### src/rtl/font_pixel_serializer.sv
// Font row serializer: delays pixel side-channel by the ROM latency, picks the font bit and
// applies frame-buffered fg/bg colours. Optional blinking cursor under `CURSOR_BLINK_EN.
module font_pixel_serializer #(
   parameter int unsigned ROM_LAT      = 1,
   parameter int unsigned BLINK_FRAMES = 30,
   parameter logic [2:0]  FG_RESET     = 3'b111,
   parameter logic [2:0]  BG_RESET     = 3'b000
) (
   input  logic       clk,
   input  logic       reset,
   input  logic       video_on,
   input  logic [9:0] pixel_x,
   input  logic [9:0] pixel_y,
   input  logic [7:0] font_word,
   input  logic       col_we,
   input  logic       col_sel,
   input  logic [2:0] col_data,
   input  logic [6:0] cur_col,
   input  logic [5:0] cur_row,
   output logic [2:0] rgb,
   output logic       frame_tick
);

   localparam int unsigned BAW  = 3;
   localparam int unsigned COLW = 7;
   localparam int unsigned ROWW = 6;
   localparam int unsigned RGBW = 3;

   logic [BAW-1:0]  ba_q  [ROM_LAT];
   logic            von_q [ROM_LAT];
   logic [COLW-1:0] col_q [ROM_LAT];
   logic [ROWW-1:0] row_q [ROM_LAT];

   logic [BAW-1:0]  ba_dly;
   logic            von_dly;
   logic [COLW-1:0] col_dly;
   logic [ROWW-1:0] row_dly;

   logic            at0_c;
   logic            at0_q;
   logic            frame_tick_d, frame_tick_q;
   logic [RGBW-1:0] rgb_d, rgb_q;
   logic [RGBW-1:0] fg_sh_q, bg_sh_q, fg_act_q, bg_act_q;
   logic            inv_c;
   logic            pix_c;
   logic [RGBW-1:0] fg_use_c, bg_use_c;

   // Side-channel pipeline matching the font ROM read latency
   always_ff @(posedge clk or posedge reset) begin
      if (reset) begin
         for (int i = 0; i < int'(ROM_LAT); i++) begin
            ba_q[i]  <= '0;
            von_q[i] <= 1'b0;
            col_q[i] <= '0;
            row_q[i] <= '0;
         end
      end else begin
         ba_q[0]  <= pixel_x[2:0];
         von_q[0] <= video_on;
         col_q[0] <= pixel_x[9:3];
         row_q[0] <= pixel_y[9:4];
         for (int i = 1; i < int'(ROM_LAT); i++) begin
            ba_q[i]  <= ba_q[i-1];
            von_q[i] <= von_q[i-1];
            col_q[i] <= col_q[i-1];
            row_q[i] <= row_q[i-1];
         end
      end
   end

   assign ba_dly  = ba_q[ROM_LAT-1];
   assign von_dly = von_q[ROM_LAT-1];
   assign col_dly = col_q[ROM_LAT-1];
   assign row_dly = row_q[ROM_LAT-1];

   assign at0_c        = (pixel_x == '0) && (pixel_y == '0);
   assign frame_tick_d = at0_c & ~at0_q;

   // Shadow colours written any time; promoted to active only at frame start
   always_ff @(posedge clk or posedge reset) begin
      if (reset) begin
         fg_sh_q  <= FG_RESET;
         bg_sh_q  <= BG_RESET;
         fg_act_q <= FG_RESET;
         bg_act_q <= BG_RESET;
      end else begin
         if (col_we && !col_sel) fg_sh_q <= col_data;
         if (col_we &&  col_sel) bg_sh_q <= col_data;
         if (frame_tick_q) begin
            fg_act_q <= fg_sh_q;
            bg_act_q <= bg_sh_q;
         end
      end
   end

`ifdef CURSOR_BLINK_EN
   localparam int unsigned CNTW = 8;

   logic [CNTW-1:0] blink_cnt_q;
   logic            blink_ph_q;

   always_ff @(posedge clk or posedge reset) begin
      if (reset) begin
         blink_cnt_q <= '0;
         blink_ph_q  <= 1'b0;
      end else if (frame_tick_q) begin
         if (blink_cnt_q == CNTW'(BLINK_FRAMES - 1)) begin
            blink_cnt_q <= '0;
            blink_ph_q  <= ~blink_ph_q;
         end else begin
            blink_cnt_q <= blink_cnt_q + CNTW'(1);
         end
      end
   end

   assign inv_c = blink_ph_q && (col_dly == cur_col) && (row_dly == cur_row);
`else
   logic unused_cursor_c;
   assign unused_cursor_c = ^{cur_col, cur_row, col_dly, row_dly};
   assign inv_c           = 1'b0;
`endif

   always_comb begin
      pix_c    = font_word[3'd7 - ba_dly];
      fg_use_c = inv_c ? bg_act_q : fg_act_q;
      bg_use_c = inv_c ? fg_act_q : bg_act_q;
      rgb_d    = pix_c ? fg_use_c : bg_use_c;
      if (!von_dly) rgb_d = '0;
   end

   always_ff @(posedge clk or posedge reset) begin
      if (reset) begin
         at0_q        <= 1'b0;
         frame_tick_q <= 1'b0;
         rgb_q        <= '0;
      end else begin
         at0_q        <= at0_c;
         frame_tick_q <= frame_tick_d;
         rgb_q        <= rgb_d;
      end
   end

   assign rgb        = rgb_q;
   assign frame_tick = frame_tick_q;

endmodule
### config.mk
export PLATFORM = sky130hd
export DESIGN_NAME = font_pixel_serializer
export DESIGN_NICKNAME = d
export VERILOG_FILES = /design/src/rtl/font_pixel_serializer.sv
export SDC_FILE = /design/constraint.sdc
export NUM_CORES = 1
export LEC_CHECK = 0
export ABC_CLOCK_PERIOD_IN_PS = 1400
export CAP_MARGIN = 15
export CELL_PAD_IN_SITES_DETAIL_PLACEMENT = 1
export CELL_PAD_IN_SITES_GLOBAL_PLACEMENT = 1
export CORE_MARGIN = 2
export CORE_UTILIZATION = 24
export CTS_CLUSTER_DIAMETER = 200
export CTS_CLUSTER_SIZE = 14
export DETAILED_ROUTE_END_ITERATION = 12
export PLACE_DENSITY = 0.78
export SYNTH_ARGS = -nofsm -noshare
export SYNTH_HDL_FRONTEND = slang
export SYNTH_SLANG_ARGS = --single-unit
### constraint.sdc
create_clock -name clk -period 1.4 [get_ports clk]
set_input_delay 0.28 -clock clk [delete_from_list [all_inputs] [get_ports clk]]
set_output_delay 0.28 -clock clk [all_outputs]
set_load 0.1 [all_outputs]
==> flow_metrics.env, run 1 <==
export IMPL_status="finished with violations"
export IMPL_violations="negative setup slack"
export IMPL_synthDistinctLibCells=15
export IMPL_cts_inserted_buffers=3
export IMPL_syn_area_sq_um=860.8
export IMPL_period_share_pct=100.4
export IMPL_drv_slew=0
export IMPL_ant_nets=0
export IMPL_vias=607
export IMPL_worstPathArrival_ns=1.60
export IMPL_die_area_sq_um=4082
export IMPL_ir_drop_mv=0.5901
export IMPL_syn_to_final_growth_pct=59.88
export IMPL_cts_max_level=1
export IMPL_fmax_mhz=711.5
export IMPL_post_place_ws_ns=-0.2440
export IMPL_initial_core_util_pct=25.40
export IMPL_drt_iter0_drc=5
export IMPL_slew_headroom_pct=81.80
export IMPL_portBuffers=39
export IMPL_ys_warn_count=0
export IMPL_drc=0
export IMPL_hpwl_microns=1578
export IMPL_fin_ws_ns=-0.005387
export IMPL_postCtsSetupBuffers=0
export IMPL_rsz0062_at_grt="true"
export IMPL_num_rows=21
export IMPL_crit_path_max_incr_delay_ns=0.53
export IMPL_hold_buffers=0
export IMPL_hp_class="primary input to async pin"
export IMPL_core_area_sq_um=3390
export IMPL_clock_path_buffers=2
export IMPL_die_w_microns=63.89
export IMPL_crit_start="ba_dly[0]"
export IMPL_ios=53
export IMPL_nets=153
export IMPL_vias_per_cell=4.074
export IMPL_first_global_vias=697
export IMPL_root_buffer="clkbuf_4"
export IMPL_synth_cells=61
export IMPL_drv_cap=0
export IMPL_dr_pass1_iters=2
export IMPL_final_area_sq_um=1376
export IMPL_tightestPinTransition_ns=0.2724
export IMPL_dpl_instance_area_sq_um=1345
export IMPL_crit_top_cell="mux2i_1"
export IMPL_power_density_nw_per_um2=822.1
export IMPL_grt_antenna_before_repair=0
export IMPL_crit_buf_inv=0
export IMPL_ys_seq_elements=21
export IMPL_grt_total_usage_pct=10.86
export IMPL_regToRegStartpoint="ba_dly[0]"
export IMPL_crit_chain="mux2i_1 -> mux4_2 -> mux2i_1"
export IMPL_cp_slowest_cell="mux4_2"
export IMPL_p_leak_nw=0.5680
export IMPL_final_hold_viol_count=0
export IMPL_final_cell_mix="clkdlybuf4s50_1 (35), dfrtp_1 (13), mux2_1 (9)"
export IMPL_routedWlPerCell_microns=12.74
export IMPL_layout_min_cycle_time_ns=1.405
export IMPL_synth_area_per_cell_sq_um=14.11
export IMPL_grt_max_degree=22
export IMPL_cp_max_fo=4
export IMPL_yosysSeqAreaShare_pct=61.92
export IMPL_path_class="flop to flop"
export IMPL_setup_viol=1
export IMPL_cts_sinks=21
export IMPL_r2r_slack_ns=-0.005
export IMPL_critPathTopFamily="multiplexers"
export IMPL_gr_total_overflow=0
export IMPL_cp_end_kind="flop"
export IMPL_fp_dieH_microns=63.89
export IMPL_crit_reg2reg_capture="rgb[2]"
export IMPL_routed_wl_microns=1899
export IMPL_grt_pass1_wl_microns=3394
export IMPL_cp_required_ns=1.59
export IMPL_antenna_cells=0
export IMPL_clk_latency_ns=0.31
export IMPL_gp_congestion=0.6725
export IMPL_reg2reg_depth=3
export IMPL_clock_skew_ns=0.007256
export IMPL_tritoncts="done"
export IMPL_syn_num_nets=110
export IMPL_layout_commonest_cell="clkdlybuf4s50_1"
export IMPL_start_kind="flop"
export IMPL_drive_gt1_share_pct=20.39
export IMPL_clk_pin_slew_ns=0.12
-- final cells by class --
cell class / instances / area, sq um
fill: 347 / 2013
sequential: 21 / 538.0
timing repair buffer: 40 / 437.9
multi-input combinational: 37 / 309.0
tap: 46 / 57.56
clock buffer: 3 / 22.52
clock inverter: 1 / 7.507
inverter: 1 / 3.754
-- sequential cells by signal, summed over array words and instances (netlist names) --
name	flops
at0_q	1
ba_dly	3
bg_act_q	3
bg_sh_q	3
fg_act_q	3
fg_sh_q	3
frame_tick	1
rgb	3
von_dly	1
-- routing by layer --
layer | track usage, % | wire (microns) | up-vias
met5 | 0 | 0 | -
met4 | 6.522 | 40 | 0
met3 | 2.993 | 112 | 2
met2 | 18.36 | 956 | 21
met1 | 12.08 | 789 | 282
li1 | - | - | 302
-- cells in the mapped netlist --
master	count	area, sq um
clkbuf_1	1	3.750
mux2_2	3	33.78
nand3_1	1	5.000
nor2_1	1	3.750
inv_1	1	3.750
buf_6	1	11.26
nor4_1	5	31.28
mux4_2	1	22.52
dfstp_2	6	157.7
mux2i_1	7	70.07
nand2_1	8	30.03
nor2b_1	1	6.260
dfrtp_1	15	375.4
nor3_1	1	5.000
mux2_1	9	101.4
-- power breakdown --
part           switching, W  internal [W]
Clock              0.000185      0.000109
Sequential        0.0000202      0.000648
Combinational     0.0000471      0.000123
-- repair_timing --
action,CTS,global route
gates resized for setup,1,0
gates cloned,0,0
setup endpoints to repair,3,3
hold endpoints to repair,0,0
-- tightest hold or removal path, cell delays in order --
cell and delay (ns):
clkdlybuf4s50_1 0.39, inv_1 0.05, buf_4 0.26
-- metrics by stage --
stage                     utilization (%)   TNS [ns]  instances  hold WS (ns)   power, W
after global routing                40.61    -0.2208        149        0.2935   0.001195
after CTS                           40.61   -0.06531        149        0.2783   0.001156
after floorplan                         -          0         61        0.2521  0.0007328
after detailed placement            39.68    -0.9515        145        0.3936  0.0008518
final                               40.61  -0.005387        149        0.2867   0.001132
after global placement              39.68    -0.7977        145        0.3894  0.0008433
-- cells by family (layout without fill, tap and decap cells) --
kind of cell,Yosys count,count (layout),share of synthesized area (%)
AND/OR/NAND/NOR,17,17,9.447
buffers and inverters,3,45,2.179
multiplexers,20,20,26.45
flip-flops,21,21,61.92
-- how the worst max path moves through the flow --
stage,slack (ns),to,cells after the start
2_1_floorplan,0.05,rgb[0],4
3_3_place_gp,-0.22,rgb[0],4
3_5_place_dp,-0.24,rgb[2],4
4_1_cts,-0.03,rgb[2],3
5_1_grt,-0.08,rgb[1],3
6_report,-0.005,rgb[2],3
Power figures use the tool's default switching activity.
==> run 2, diff against run 1 <==
--- a/config.mk
+++ b/config.mk
@@ -6,7 +6,7 @@
 export NUM_CORES = 1
 export LEC_CHECK = 0
 export ABC_CLOCK_PERIOD_IN_PS = 1400
-export CAP_MARGIN = 15
+export CAP_MARGIN = 20
 export CELL_PAD_IN_SITES_DETAIL_PLACEMENT = 1
 export CELL_PAD_IN_SITES_GLOBAL_PLACEMENT = 1
 export CORE_MARGIN = 2
@@ -15,6 +15,7 @@
 export CTS_CLUSTER_SIZE = 14
 export DETAILED_ROUTE_END_ITERATION = 12
 export PLACE_DENSITY = 0.78
+export SKIP_CTS_REPAIR_TIMING = 1
 export SYNTH_ARGS = -nofsm -noshare
 export SYNTH_HDL_FRONTEND = slang
 export SYNTH_SLANG_ARGS = --single-unit
==> results of run 2 <==
Final layout, timing and power as in run 1 (identical DEF).
==> run 3, diff against run 2 <==
--- a/config.mk
+++ b/config.mk
@@ -5,12 +5,13 @@
 export SDC_FILE = /design/constraint.sdc
 export NUM_CORES = 1
 export LEC_CHECK = 0
+export ABC_AREA = 1
 export ABC_CLOCK_PERIOD_IN_PS = 1400
 export CAP_MARGIN = 20
 export CELL_PAD_IN_SITES_DETAIL_PLACEMENT = 1
 export CELL_PAD_IN_SITES_GLOBAL_PLACEMENT = 1
 export CORE_MARGIN = 2
-export CORE_UTILIZATION = 24
+export CORE_UTILIZATION = 23
 export CTS_CLUSTER_DIAMETER = 200
 export CTS_CLUSTER_SIZE = 14
 export DETAILED_ROUTE_END_ITERATION = 12
==> run 3 against run 2 <==
Compared with the run above: the run now ends clean; clock-buffer cell count unchanged; clock skew is 0.00096 ns lower; fmax rose by 15%; highest routed layer unchanged.
==> flow_metrics.env, run 3 <==
export IMPL_critPathTopFamily="flip-flops"
export IMPL_tightestPinTransition_ns=0.2562
export IMPL_layout_min_cycle_time_ns=1.227
export IMPL_syn_area_sq_um=935.9
export IMPL_cts_max_level=1
export IMPL_yosys_area_top_type="dfrtp_1"
export IMPL_crit_reg2reg_capture="rgb[1]"
export IMPL_drive_gt1_share_pct=14.10
export IMPL_tritoncts="done"
export IMPL_first_global_vias=925
export IMPL_routed_wl_microns=2160
export IMPL_netlist_area_leader_share_pct=40.11
export IMPL_ys_warn_count=0
export IMPL_synth_async_reset_ratio_pct=100.0
export IMPL_cp_end_kind="output pin"
export IMPL_cts_sinks=21
export IMPL_status="complete, no violations"
export IMPL_crit_path_max_incr_delay_ns=0.48
export IMPL_slew_headroom_pct=82.92
export IMPL_antenna_cells=0
export IMPL_yosysSeqAreaShare_pct=56.95
export IMPL_synth_most_common_cell="nand2_1"
export IMPL_ios=53
export IMPL_final_area_sq_um=1479
export IMPL_synthDistinctLibCells=13
export IMPL_hpwl_microns=1897
export IMPL_final_hold_viol_count=0
export IMPL_nets=206
export IMPL_grt_max_degree=22
export IMPL_clock_path_buffers=2
export IMPL_grt_total_usage_pct=11.04
export IMPL_netlist_top_cells_count="nand2_1 (30), inv_1 (19), nor2_1 (17), dfrtp_1 (15)"
export IMPL_portBuffers=39
export IMPL_drt_iter0_drc=19
export IMPL_drv_cap=0
export IMPL_hp_class="primary input to async pin"
export IMPL_drv_slew=0
export IMPL_die_area_sq_um=4595
export IMPL_synth_cells=113
export IMPL_initial_core_util_pct=23.57
export IMPL_gp_congestion=0.6341
export IMPL_p_leak_nw=0.7042
export IMPL_synth_edf_count=0
export IMPL_ant_nets=0
export IMPL_core_area_sq_um=3971
export IMPL_r2r_slack_ns=0.29
export IMPL_fp_dieH_microns=67.79
export IMPL_drc=0
export IMPL_clk_pin_slew_ns=0.07
export IMPL_crit_buf_inv=1
export IMPL_syn_to_final_growth_pct=58.02
export IMPL_dp_cells=202
export IMPL_cts_inserted_buffers=3
export IMPL_syn_num_nets=162
export IMPL_worstPathArrival_ns=0.95
export IMPL_fmax_mhz=815.0
export IMPL_clk_latency_ns=0.26
export IMPL_ys_seq_elements=21
export IMPL_cp_slowest_cell="dfrtp_2"
export IMPL_stdcell_count=206
export IMPL_start_kind="flop"
export IMPL_power_density_nw_per_um2=886.8
export IMPL_synthFlopType="dfrtp_1"
export IMPL_routedWlPerCell_microns=10.49
export IMPL_dr_pass1_iters=4
export IMPL_rsz0062_at_grt="false"
export IMPL_grt_pass1_wl_microns=3822
export IMPL_p_total_w=0.001312
export IMPL_gr_total_overflow=0
export IMPL_vias=848
export IMPL_die_w_microns=67.79
export IMPL_cp_max_fo=10
export IMPL_crit_chain="buf_12"
export IMPL_regToRegStartpoint="ba_dly[0]"
export IMPL_final_cell_mix="clkdlybuf4s50_1 (35), nand2_1 (30), inv_1 (19)"
export IMPL_clock_skew_ns=0.006299
export IMPL_num_rows=23
export IMPL_setup_viol=0
export IMPL_period_share_pct=87.64
export IMPL_synth_area_per_cell_sq_um=8.282
export IMPL_dpl_instance_area_sq_um=1433
export IMPL_ir_drop_mv=0.3442
export IMPL_cp_required_ns=1.12
export IMPL_path_class="flop to output pin"
export IMPL_root_buffer="clkbuf_8"
export IMPL_reg2reg_depth=7
export IMPL_layout_commonest_cell="clkdlybuf4s50_1"
export IMPL_synthTopCellsByArea="dfrtp_1 (40%), dfstp_2 (17%), nand2_1 (12%)"
export IMPL_grt_antenna_before_repair=0
export IMPL_vias_per_cell=4.117
==> run 3: cell families (layout without fill, tap and decap cells) <==
| family | after synthesis | count (layout) | synth area share, % |
|---|---|---|---|
| AND/OR/NAND/NOR | 59 | 59 | 26.07 |
| AO/OA/AOI/OAI | 9 | 9 | 4.812 |
| flip-flops | 21 | 21 | 56.95 |
| buffers and inverters | 21 | 64 | 8.555 |
| multiplexers | 3 | 3 | 3.609 |
==> run 3: worst max-delay path by stage <==
| stage | slack, ns | cells after the start | to | from |
|---|---|---|---|---|
| floorplan | 0.02 | 2 | bg_act_q[0] | frame_tick |
| detailed placement | -0.02 | 8 | rgb[1] | font_word[4] |
| global placement | 0.03 | 8 | rgb[2] | font_word[4] |
| global route | 0.13 | 1 | frame_tick | frame_tick |
| CTS | 0.17 | 1 | frame_tick | frame_tick |
| finish | 0.17 | 1 | frame_tick | frame_tick |
==> run 3: final cells by class <==
class	instances	area, sq um
clock buffer	3	41.29
tap	50	62.56
multi-input combinational	71	322.8
inverter	20	75.07
fill	473	2492
sequential	21	534.3
timing repair buffer	40	437.9
clock inverter	1	5.005
==> run 3: through the flow <==
step           util, %   TNS, ns  setup WS [ns]  hold WS [ns]
2_1_floorplan        -         0        0.02361        0.2520
3_3_place_gp     36.07         0        0.02900        0.3823
3_5_place_dp     36.07  -0.02273       -0.01596        0.4056
4_1_cts          37.24         0         0.1655        0.3460
5_1_grt          37.24         0         0.1291        0.3790
6_report         37.24         0         0.1731        0.3400
==> run 3: where the power goes <==
group | internal (W) | switching, W
clock network | 0.000198 | 0.000187
registers | 0.000648 | 0.0000230
logic | 0.000138 | 0.000118
==> run 3: per-layer routing <==
layer  track usage, %  wire length, microns  up-vias
met5                0                     0        -
met4            3.750                    23        0
met3            1.500                   111        2
met2            22.30                  1220       20
met1            11.39                   804      394
li1                 -                     -      432
